$ cat src/rtl/fetch_ctrl_if.sv
// ============================================================================
// Module  : fetch_ctrl_if
// Purpose : Fetch-sequencer bundle: instruction-memory request/response port
//           plus the decode/execute handshake and status outputs.
// Rev     : 1.0  initial release
// ============================================================================
`default_nettype none

interface fetch_ctrl_if #(
    parameter int CPU_WIDTH = 32
);
    logic                 imem_req_valid;
    logic [CPU_WIDTH-1:0] imem_req_addr;
    logic                 imem_req_ready;
    logic                 imem_rsp_valid;
    logic [31:0]          imem_rsp_inst;

    logic                 inst_valid;
    logic [31:0]          inst;
    logic [CPU_WIDTH-1:0] curr_pc;
    logic                 commit;
    logic [CPU_WIDTH-1:0] next_pc;
    logic                 halt_req;

    logic                 halted;
    logic                 trap;
    logic [CPU_WIDTH-1:0] trap_pc;
    logic [31:0]          instret;

    modport master (
        output imem_req_valid, imem_req_addr,
        input  imem_req_ready, imem_rsp_valid, imem_rsp_inst,
        output inst_valid, inst, curr_pc,
        input  commit, next_pc, halt_req,
        output halted, trap, trap_pc, instret
    );

    modport slave (
        input  imem_req_valid, imem_req_addr,
        output imem_req_ready, imem_rsp_valid, imem_rsp_inst,
        input  inst_valid, inst, curr_pc,
        output commit, next_pc, halt_req,
        input  halted, trap, trap_pc, instret
    );
endinterface

`default_nettype wire

$ cat src/rtl/fetch_ctrl.sv
// ============================================================================
// Module  : fetch_ctrl
// Purpose : Single-outstanding instruction-fetch sequencer owning the PC,
//           retired-instruction counter and halt/misaligned-target trap.
// Rev     : 1.0  initial release
// ============================================================================
`default_nettype none

module fetch_ctrl #(
    parameter int                   CPU_WIDTH = 32,
    parameter logic [CPU_WIDTH-1:0] RESET_PC  = 32'h8000_0000
) (
    input  wire logic       clk,
    input  wire logic       rst_n,
    fetch_ctrl_if.master    bus
);

    typedef enum logic [2:0] {
        S_BOOT     = 3'd0,
        S_REQ      = 3'd1,
        S_WAIT_RSP = 3'd2,
        S_EXEC     = 3'd3,
        S_HALT     = 3'd4,
        S_TRAP     = 3'd5
    } state_t;

    state_t               r_state;
    state_t               w_state_nxt;

    logic [CPU_WIDTH-1:0] r_pc;
    logic [31:0]          r_inst;
    logic                 r_inst_valid;
    logic [CPU_WIDTH-1:0] r_trap_pc;
    logic [31:0]          r_instret;

    logic                 w_take_rsp;
    logic                 w_retire;
    logic                 w_redirect;
    logic                 w_misalign;

    // ------------------------------------------------------------------
    // State register
    // ------------------------------------------------------------------
    always_ff @(posedge clk or negedge rst_n) begin
        if (!rst_n) begin
            r_state <= S_BOOT;
        end else begin
            r_state <= w_state_nxt;
        end
    end

    // ------------------------------------------------------------------
    // Next-state and event decode; halt wins over a misaligned target
    // ------------------------------------------------------------------
    always_comb begin
        w_state_nxt = r_state;
        w_take_rsp  = 1'b0;
        w_retire    = 1'b0;
        w_redirect  = 1'b0;
        w_misalign  = 1'b0;
        case (r_state)
            S_BOOT: begin
                w_state_nxt = S_REQ;
            end
            S_REQ: begin
                if (bus.imem_req_ready) begin
                    w_state_nxt = S_WAIT_RSP;
                end
            end
            S_WAIT_RSP: begin
                if (bus.imem_rsp_valid) begin
                    w_take_rsp  = 1'b1;
                    w_state_nxt = S_EXEC;
                end
            end
            S_EXEC: begin
                if (bus.commit) begin
                    if (bus.halt_req) begin
                        w_retire    = 1'b1;
                        w_state_nxt = S_HALT;
                    end else if (bus.next_pc[1:0] != 2'b00) begin
                        w_misalign  = 1'b1;
                        w_state_nxt = S_TRAP;
                    end else begin
                        w_retire    = 1'b1;
                        w_redirect  = 1'b1;
                        w_state_nxt = S_REQ;
                    end
                end
            end
            S_HALT, S_TRAP: begin
                w_state_nxt = r_state;
            end
            default: begin
                w_state_nxt = S_BOOT;
            end
        endcase
    end

    // ------------------------------------------------------------------
    // Datapath registers
    // ------------------------------------------------------------------
    always_ff @(posedge clk or negedge rst_n) begin
        if (!rst_n) begin
            r_pc         <= RESET_PC;
            r_inst       <= 32'd0;
            r_inst_valid <= 1'b0;
            r_trap_pc    <= '0;
            r_instret    <= 32'd0;
        end else begin
            // Pulses only on the cycle EXEC is entered
            r_inst_valid <= w_take_rsp;
            if (w_take_rsp) begin
                r_inst <= bus.imem_rsp_inst;
            end
            if (w_redirect) begin
                r_pc <= bus.next_pc;
            end
            if (w_misalign) begin
                r_trap_pc <= bus.next_pc;
            end
            if (w_retire) begin
                r_instret <= r_instret + 32'd1;
            end
        end
    end

    // Status and request valid come straight from the state register
    assign bus.imem_req_valid = (r_state == S_REQ);
    assign bus.halted         = (r_state == S_HALT);
    assign bus.trap           = (r_state == S_TRAP);

    assign bus.imem_req_addr  = r_pc;
    assign bus.curr_pc        = r_pc;
    assign bus.inst           = r_inst;
    assign bus.inst_valid     = r_inst_valid;
    assign bus.trap_pc        = r_trap_pc;
    assign bus.instret        = r_instret;

endmodule

`default_nettype wire

$ cat src/flat_wrapper.sv
// flat-port wrapper written by rule: the top's interface ports become plain ports
module fetch_ctrl_flat 
#(
    parameter int                   CPU_WIDTH = 32,
    parameter logic [CPU_WIDTH-1:0] RESET_PC  = 32'h8000_0000
)
  (clk, rst_n, bus_imem_req_valid, bus_imem_req_addr, bus_imem_req_ready, bus_imem_rsp_valid, bus_imem_rsp_inst, bus_inst_valid, bus_inst, bus_curr_pc, bus_commit, bus_next_pc, bus_halt_req, bus_halted, bus_trap, bus_trap_pc, bus_instret);
  fetch_ctrl_if #(.CPU_WIDTH(CPU_WIDTH)) bus_i ();
  input  wire logic clk;
  input  wire logic rst_n;
  output wire logic [$bits(bus_i.imem_req_valid)-1:0] bus_imem_req_valid;
  output wire logic [$bits(bus_i.imem_req_addr)-1:0] bus_imem_req_addr;
  input wire logic [$bits(bus_i.imem_req_ready)-1:0] bus_imem_req_ready;
  input wire logic [$bits(bus_i.imem_rsp_valid)-1:0] bus_imem_rsp_valid;
  input wire logic [$bits(bus_i.imem_rsp_inst)-1:0] bus_imem_rsp_inst;
  output wire logic [$bits(bus_i.inst_valid)-1:0] bus_inst_valid;
  output wire logic [$bits(bus_i.inst)-1:0] bus_inst;
  output wire logic [$bits(bus_i.curr_pc)-1:0] bus_curr_pc;
  input wire logic [$bits(bus_i.commit)-1:0] bus_commit;
  input wire logic [$bits(bus_i.next_pc)-1:0] bus_next_pc;
  input wire logic [$bits(bus_i.halt_req)-1:0] bus_halt_req;
  output wire logic [$bits(bus_i.halted)-1:0] bus_halted;
  output wire logic [$bits(bus_i.trap)-1:0] bus_trap;
  output wire logic [$bits(bus_i.trap_pc)-1:0] bus_trap_pc;
  output wire logic [$bits(bus_i.instret)-1:0] bus_instret;
  assign bus_imem_req_valid = bus_i.imem_req_valid;
  assign bus_imem_req_addr = bus_i.imem_req_addr;
  assign bus_i.imem_req_ready = bus_imem_req_ready;
  assign bus_i.imem_rsp_valid = bus_imem_rsp_valid;
  assign bus_i.imem_rsp_inst = bus_imem_rsp_inst;
  assign bus_inst_valid = bus_i.inst_valid;
  assign bus_inst = bus_i.inst;
  assign bus_curr_pc = bus_i.curr_pc;
  assign bus_i.commit = bus_commit;
  assign bus_i.next_pc = bus_next_pc;
  assign bus_i.halt_req = bus_halt_req;
  assign bus_halted = bus_i.halted;
  assign bus_trap = bus_i.trap;
  assign bus_trap_pc = bus_i.trap_pc;
  assign bus_instret = bus_i.instret;
  fetch_ctrl #(.CPU_WIDTH(CPU_WIDTH), .RESET_PC(RESET_PC)) u_core (.clk(clk), .rst_n(rst_n), .bus(bus_i));
endmodule
$ cat config.mk
export PLATFORM = sky130hd
export DESIGN_NAME = fetch_ctrl_flat
export DESIGN_NICKNAME = d
export VERILOG_FILES = /design/src/rtl/fetch_ctrl_if.sv /design/src/rtl/fetch_ctrl.sv /design/src/flat_wrapper.sv
export SDC_FILE = /design/constraint.sdc
export NUM_CORES = 1
export LEC_CHECK = 0
export BUFFER_PORTS_ARGS = -buffer_cell sky130_fd_sc_hd__buf_2
export CAP_MARGIN = 5
export CORE_MARGIN = 1.5
export CORE_UTILIZATION = 50
export DETAILED_ROUTE_END_ITERATION = 7
export PLACE_DENSITY = 0.9
export SLEW_MARGIN = 0
export SYNTH_ARGS = -nofsm -noshare
export SYNTH_HDL_FRONTEND = slang
export SYNTH_SLANG_ARGS = --single-unit
$ cat constraint.sdc
create_clock -name clk -period 5.7 [get_ports clk]
set_clock_uncertainty 0.15 [all_clocks]
set_input_delay 0.855 -clock clk [delete_from_list [all_inputs] [get_ports clk]]
set_output_delay 0.855 -clock clk [all_outputs]
set_load 0.01 [all_outputs]
Word-level counts from Yosys, hierarchy flattened
Cells that the tools add are included.
Widths: inputs -> output; s select.
{ "totals": {"regBits": 132, "n_memories": 0, "latchBits": 0, "out_inout_bits": 164, "rom_bits": 0, "ramBits": 0, "elab_cells": 39} }
{ "op_classes": {"n_eq_ne": 8, "n_shift": 0, "n_addsub": 1, "order_cmp": 0, "multipliers": 0, "n_mux": 19, "div": 0, "reduce_logical": 4, "bitwise_logic": 1} }
{ "op_table": {"columns": ["operator", "count"], "rows": [
  ["$add 32x1->32 const B", 1],
  ["$mux 3", 5],
  ["$pmux 3 s5", 1],
  ["$mux 1", 13],
  ["$eq 3x2->1 const B", 2],
  ["$eq 3x3->1 const B", 2],
  ["$ne 2x2->1 const B", 2],
  ["$reduce_and 4->1", 1],
  ["$eq 3x1->1 const B", 1],
  ["$logic_not 3->1", 1],
  ["$ne 2x1->1 const B", 1],
  ["$reduce_bool 2->1", 1],
  ["$reduce_or 2->1", 1],
  ["$not 1->1", 1]
]} }

Longest topological paths before layout
{ "depth": {"depth_word": 5, "ltp_mapped": 7} }

Least setup slack after synthesis
No wires, ideal clock.
{ "synth_path": {"path_kind": "input-to-reg", "from": "input port bus_halt_req", "to": "register u_core.r_trap_pc[10], in the netlist u_core.bus.trap_pc[10]", "slack_ns": 3.417, "t_arrival_ns": 2.009, "setup_ns": 0.125, "path_stages": 5, "required_ns": 5.425, "path_cell_list": "o21ba_2 nor2b_1 clkbuf_1 buf_2 mux2_2"} }
{ "synth_between": {"elab_chain_len": 3} }
{ "synth_lines": {"columns": ["element", "line", "rtl"], "rows": [
  ["from (decl)", "flat_wrapper.sv:21", "input wire logic [$bits(bus_i.halt_req)-1:0] bus_halt_req;"],
  ["$mux 1", "fetch_ctrl.sv:78", "if (bus.halt_req) begin"],
  ["$mux 1", "fetch_ctrl.sv:77", "if (bus.commit) begin"],
  ["$mux 1", "fetch_ctrl.sv:61", "case (r_state)"],
  ["to (signal assigned)", "fetch_ctrl.sv:120", "r_trap_pc <= bus.next_pc;"],
  ["to (decl)", "fetch_ctrl.sv:33", "logic [CPU_WIDTH-1:0] r_trap_pc;"]
]} }
Every way passes these cells.
A chain may end at the register's enable or synchronous reset.

Final worst setup path
{ "layout_path": {"from": "register u_core.r_state[0]", "to": "output port bus_imem_req_valid"} }
{ "layout_between": {"elab_chain_len": 1} }
{ "layout_lines": {"columns": ["element", "line", "rtl"], "rows": [
  ["from (decl)", "fetch_ctrl.sv:27", "state_t r_state;"],
  ["from (signal assigned)", "fetch_ctrl.sv:48", "r_state <= w_state_nxt;"],
  ["$eq 3x1->1", "fetch_ctrl.sv:129", "assign bus.imem_req_valid = (r_state == S_REQ);"],
  ["to (decl)", "flat_wrapper.sv:11", "output wire logic [$bits(bus_i.imem_req_valid)-1:0] bus_imem_req_valid;"]
]} }
Every way passes these cells.

==> flow_metrics.tcl <==
set metrics [dict create \
    antenna-diode-count 0 \
    dpl_cells 711 \
    crit_path_end_kind "output pin" \
    ys_seq_elements 132 \
    relSlewSlack_pct 35.6 \
    vias 3750 \
    synthesized_netlist_net_count 458 \
    worst_ir_drop_vdd_mv 0.187 \
    core_area_um2 10500 \
    timing_worst_slew_pin_value_ps 963 \
    internal_power_mw 1.68 \
    path_clk_slew_ps 60 \
    numCtsBuffers 17 \
    synth-seq-area-share_pct 60.6 \
    detail_route.vias_per_cell 5.05 \
    critical_path_cell_by_cell "nand2b_1, nor2_1, buf_2" \
    outcome "completed" \
    final_min_period_over_clock_period_pct 42.9 \
    flow.area_growth_from_synthesis_pct 30.8 \
    cts-root-buf "clkbuf_8" \
    final-max-slew-violation-count 0 \
    finalSetupViolations 0 \
    cp_max_fo 9 \
    final_nets 665 \
    switching_share_pct 20.1 \
    grt_setup_unrepaired "no" \
    p_seq_share_pct 44.7 \
    groute.usage.overall_pct 20.6 \
    fin_crit_ps 2450 \
    grt_antenna_before_repair 1 \
    number_of_placed_i_o_pins 234 \
    buffer_levels_on_the_longest_clock_path 2 \
    cp_data_arrival_time_ps 1440 \
    initial_core_util_pct 52.1 \
    clock_tree_from_tritoncts "yes" \
    syn-instance-count 387 \
    postRouteWirelength_um 12000 \
    power.share.combinational_pct 2.3 \
    syn_area_per_cell_um2 14.1 \
    synth_top_area_share_pct 60.2 \
    drt_drc_violations_left 0 \
    cpPeakStageDelay_ps 570 \
    totalNegativeSetupSlack_ps 0 \
    criticalPathCategory "reg -> out" \
    dr.first_iter.drc_count 166 \
    synth_largest_area_cell "dfrtp_1" \
    synth_top_cells_by_area "dfrtp_1 60%, mux2_2 19%, buf_4 4.7%, xnor2_1 3.9%, xor2_1 1.1%" \
    grt_pass1_vias 3776 \
    pin_count_of_the_biggest_net_entering_global_routing 72 \
    layout.cells.non_filler 743 \
    max-cap-violations 0 \
    switching_component_of_the_power_uw 421 \
    fmax_mhz 409 \
    drt_pre_antenna_iters 4 \
    route.antenna.remaining_nets 0 \
    numPortBuffers 233 \
    cts.sinks 132 \
    gr-total-overflow 0 \
    routed_wire_length_per_instance_um 16.1 \
    post_cts.repair.setup_buffers 0 \
    holdBufCountCts 0 \
    synthDistinctLibCells 31 \
    number_of_h_tree_levels 4 \
    pwr-share-clk_pct 53.0 \
    place.gp.congestion 0.827 \
    design.die.area_um2 11500 \
    postLayoutCoreUtil_pct 68.1 \
    final-hold-violation-count 0 \
    synthesis.yosys.warnings 0 \
    power.leakage_nw 4.19 \
    worst_ep_required_time_ps 4700 \
    floorplan.die.height_um 107 \
    cellPowerDensity_nw_per_um2 295 \
    fraction_of_layout_cells_with_a_size_suffix_above_1_pct 61.0 \
    rows 37 \
    clock_insertion_delay_worst_skew_ps 500 \
    cts.repair.resized 0 \
    post-dp-hpwl_um 8660 \
    cp_slowest_cell "dfrtp_1" \
    chipWidth_um 107 \
    holdCritPathClass "in -> async" \
    crit_path_start_kind "register" \
    synth_area_um2 5450 \
    grt_pass1_wl_um 18300 \
]
-- stage by stage --
stage	power, mW	hold WS, ps	cell area (um^2)	setup slack (ps)
6_report	2.10	322	7130	3250
3_5_place_dp	1.00	329	6510	2870
3_3_place_gp	1.00	313	6510	2910
5_1_grt	2.17	352	7130	3150
4_1_cts	2.12	341	7130	3220
2_1_floorplan	0.958	352	5450	3420
-- synth_stat cells --
master	number
mux2_1	1
and4_1	1
o21ai_0	2
nand2_1	13
ha_1	1
dfstp_2	1
and3_1	7
xnor2_1	24
buf_2	10
buf_4	34
nand2b_1	3
clkbuf_1	4
a221oi_1	1
mux2_2	94
nor4_4	1
inv_1	4
xor2_1	7
nor2b_1	1
nand3_1	11
nand4_2	1
nor4bb_1	1
a21oi_1	1
nor2_1	10
nand4_1	9
dfrtp_1	131
nor3_2	1
and2_1	5
o21ba_2	1
nor4_2	1
nand4b_4	1
nor3_1	5
-- layer usage --
layer  GRT usage (%)  vias to the layer above  part of all wire [%]
met2            35.7                      164                    53
li1                -                     1718                     -
met5               0                        -                     0
met1            24.3                     1859                    39
met3            6.66                        9                   7.2
met4            6.58                        0                  0.77
-- final timing paths --
check / start / end / slack [ps] / cells past startpoint
min in group clk: u_core.bus.instret[17] / u_core.bus.instret[17] / 340 / 1
hold reg to reg: u_core.bus.instret[17] / u_core.bus.instret[17] / 340 / 1
hold / removal: rst_n / u_core.bus.instret[18] / 320 / 1
max in group asynchronous: rst_n / u_core.bus.trap_pc[27] / 3810 / 2
setup / recovery: u_core.r_state[0] / bus_imem_req_valid / 3250 / 3
setup reg to reg: u_core.r_state[0] / u_core.bus.trap_pc[13] / 3380 / 3
-- state kept, by name, summed over array words and instances, names as in the netlist --
register / cells
u_core.bus.curr_pc: 32
u_core.bus.inst: 32
u_core.bus.instret: 32
u_core.bus.trap_pc: 32
u_core.r_state: 3
u_core.bus.inst_valid: 1
-- kinds of logic after synthesis --
| kind of cell | count (synthesis) | share of synthesized area (%) |
|---|---|---|
| DFF | 132 | 60.6 |
| muxes | 95 | 19.6 |
| and+or+nand+nor | 71 | 7.74 |
| buffers and inverters | 52 | 6.15 |
| xor gates and xnor gates | 31 | 4.98 |
| AOI/OAI and AO/OA | 5 | 0.620 |
| adders and majority gates | 1 | 0.230 |
-- worst max-delay path, delay by kind of cell, from the launching register on --
kind	cells	cell delay (ps)
flip-flops	1	570
buffers and inverters	1	150
AND/OR/NAND/NOR	2	230
-- area by class of cell --
cell class	instances	area [um^2]
multi-input cells	203	1830
flip-flops and latches	132	3300
clock buffers	19	432
inverters	4	15.0
clock inverters	13	181
well taps	136	170
repair buffers	236	1190
fillers	715	3340
-- power by group through the flow --
stage	Clock, mW	Sequential (mW)	Combinational [mW]
after detailed placement	0	0.954	0.0505
after global routing	1.18	0.937	0.0566
after global placement	0	0.954	0.0485
after CTS	1.14	0.937	0.0508
after floorplan	0	0.954	0.00338
final	1.11	0.938	0.0492
-- cells in the final DEF (no fill, tap or decap), types with 9 or more instances in the layout --
master     synthesis  routed
buf_2             10     232
dfrtp_1          131     131
mux2_2            94      94
xnor2_1           24      24
clkbuf_16          0      16
nand2_1           13      13
nand3_1           11      11
nor2_1            10      10
nand4_1            9       9
(Power assumes the default switching activity.)
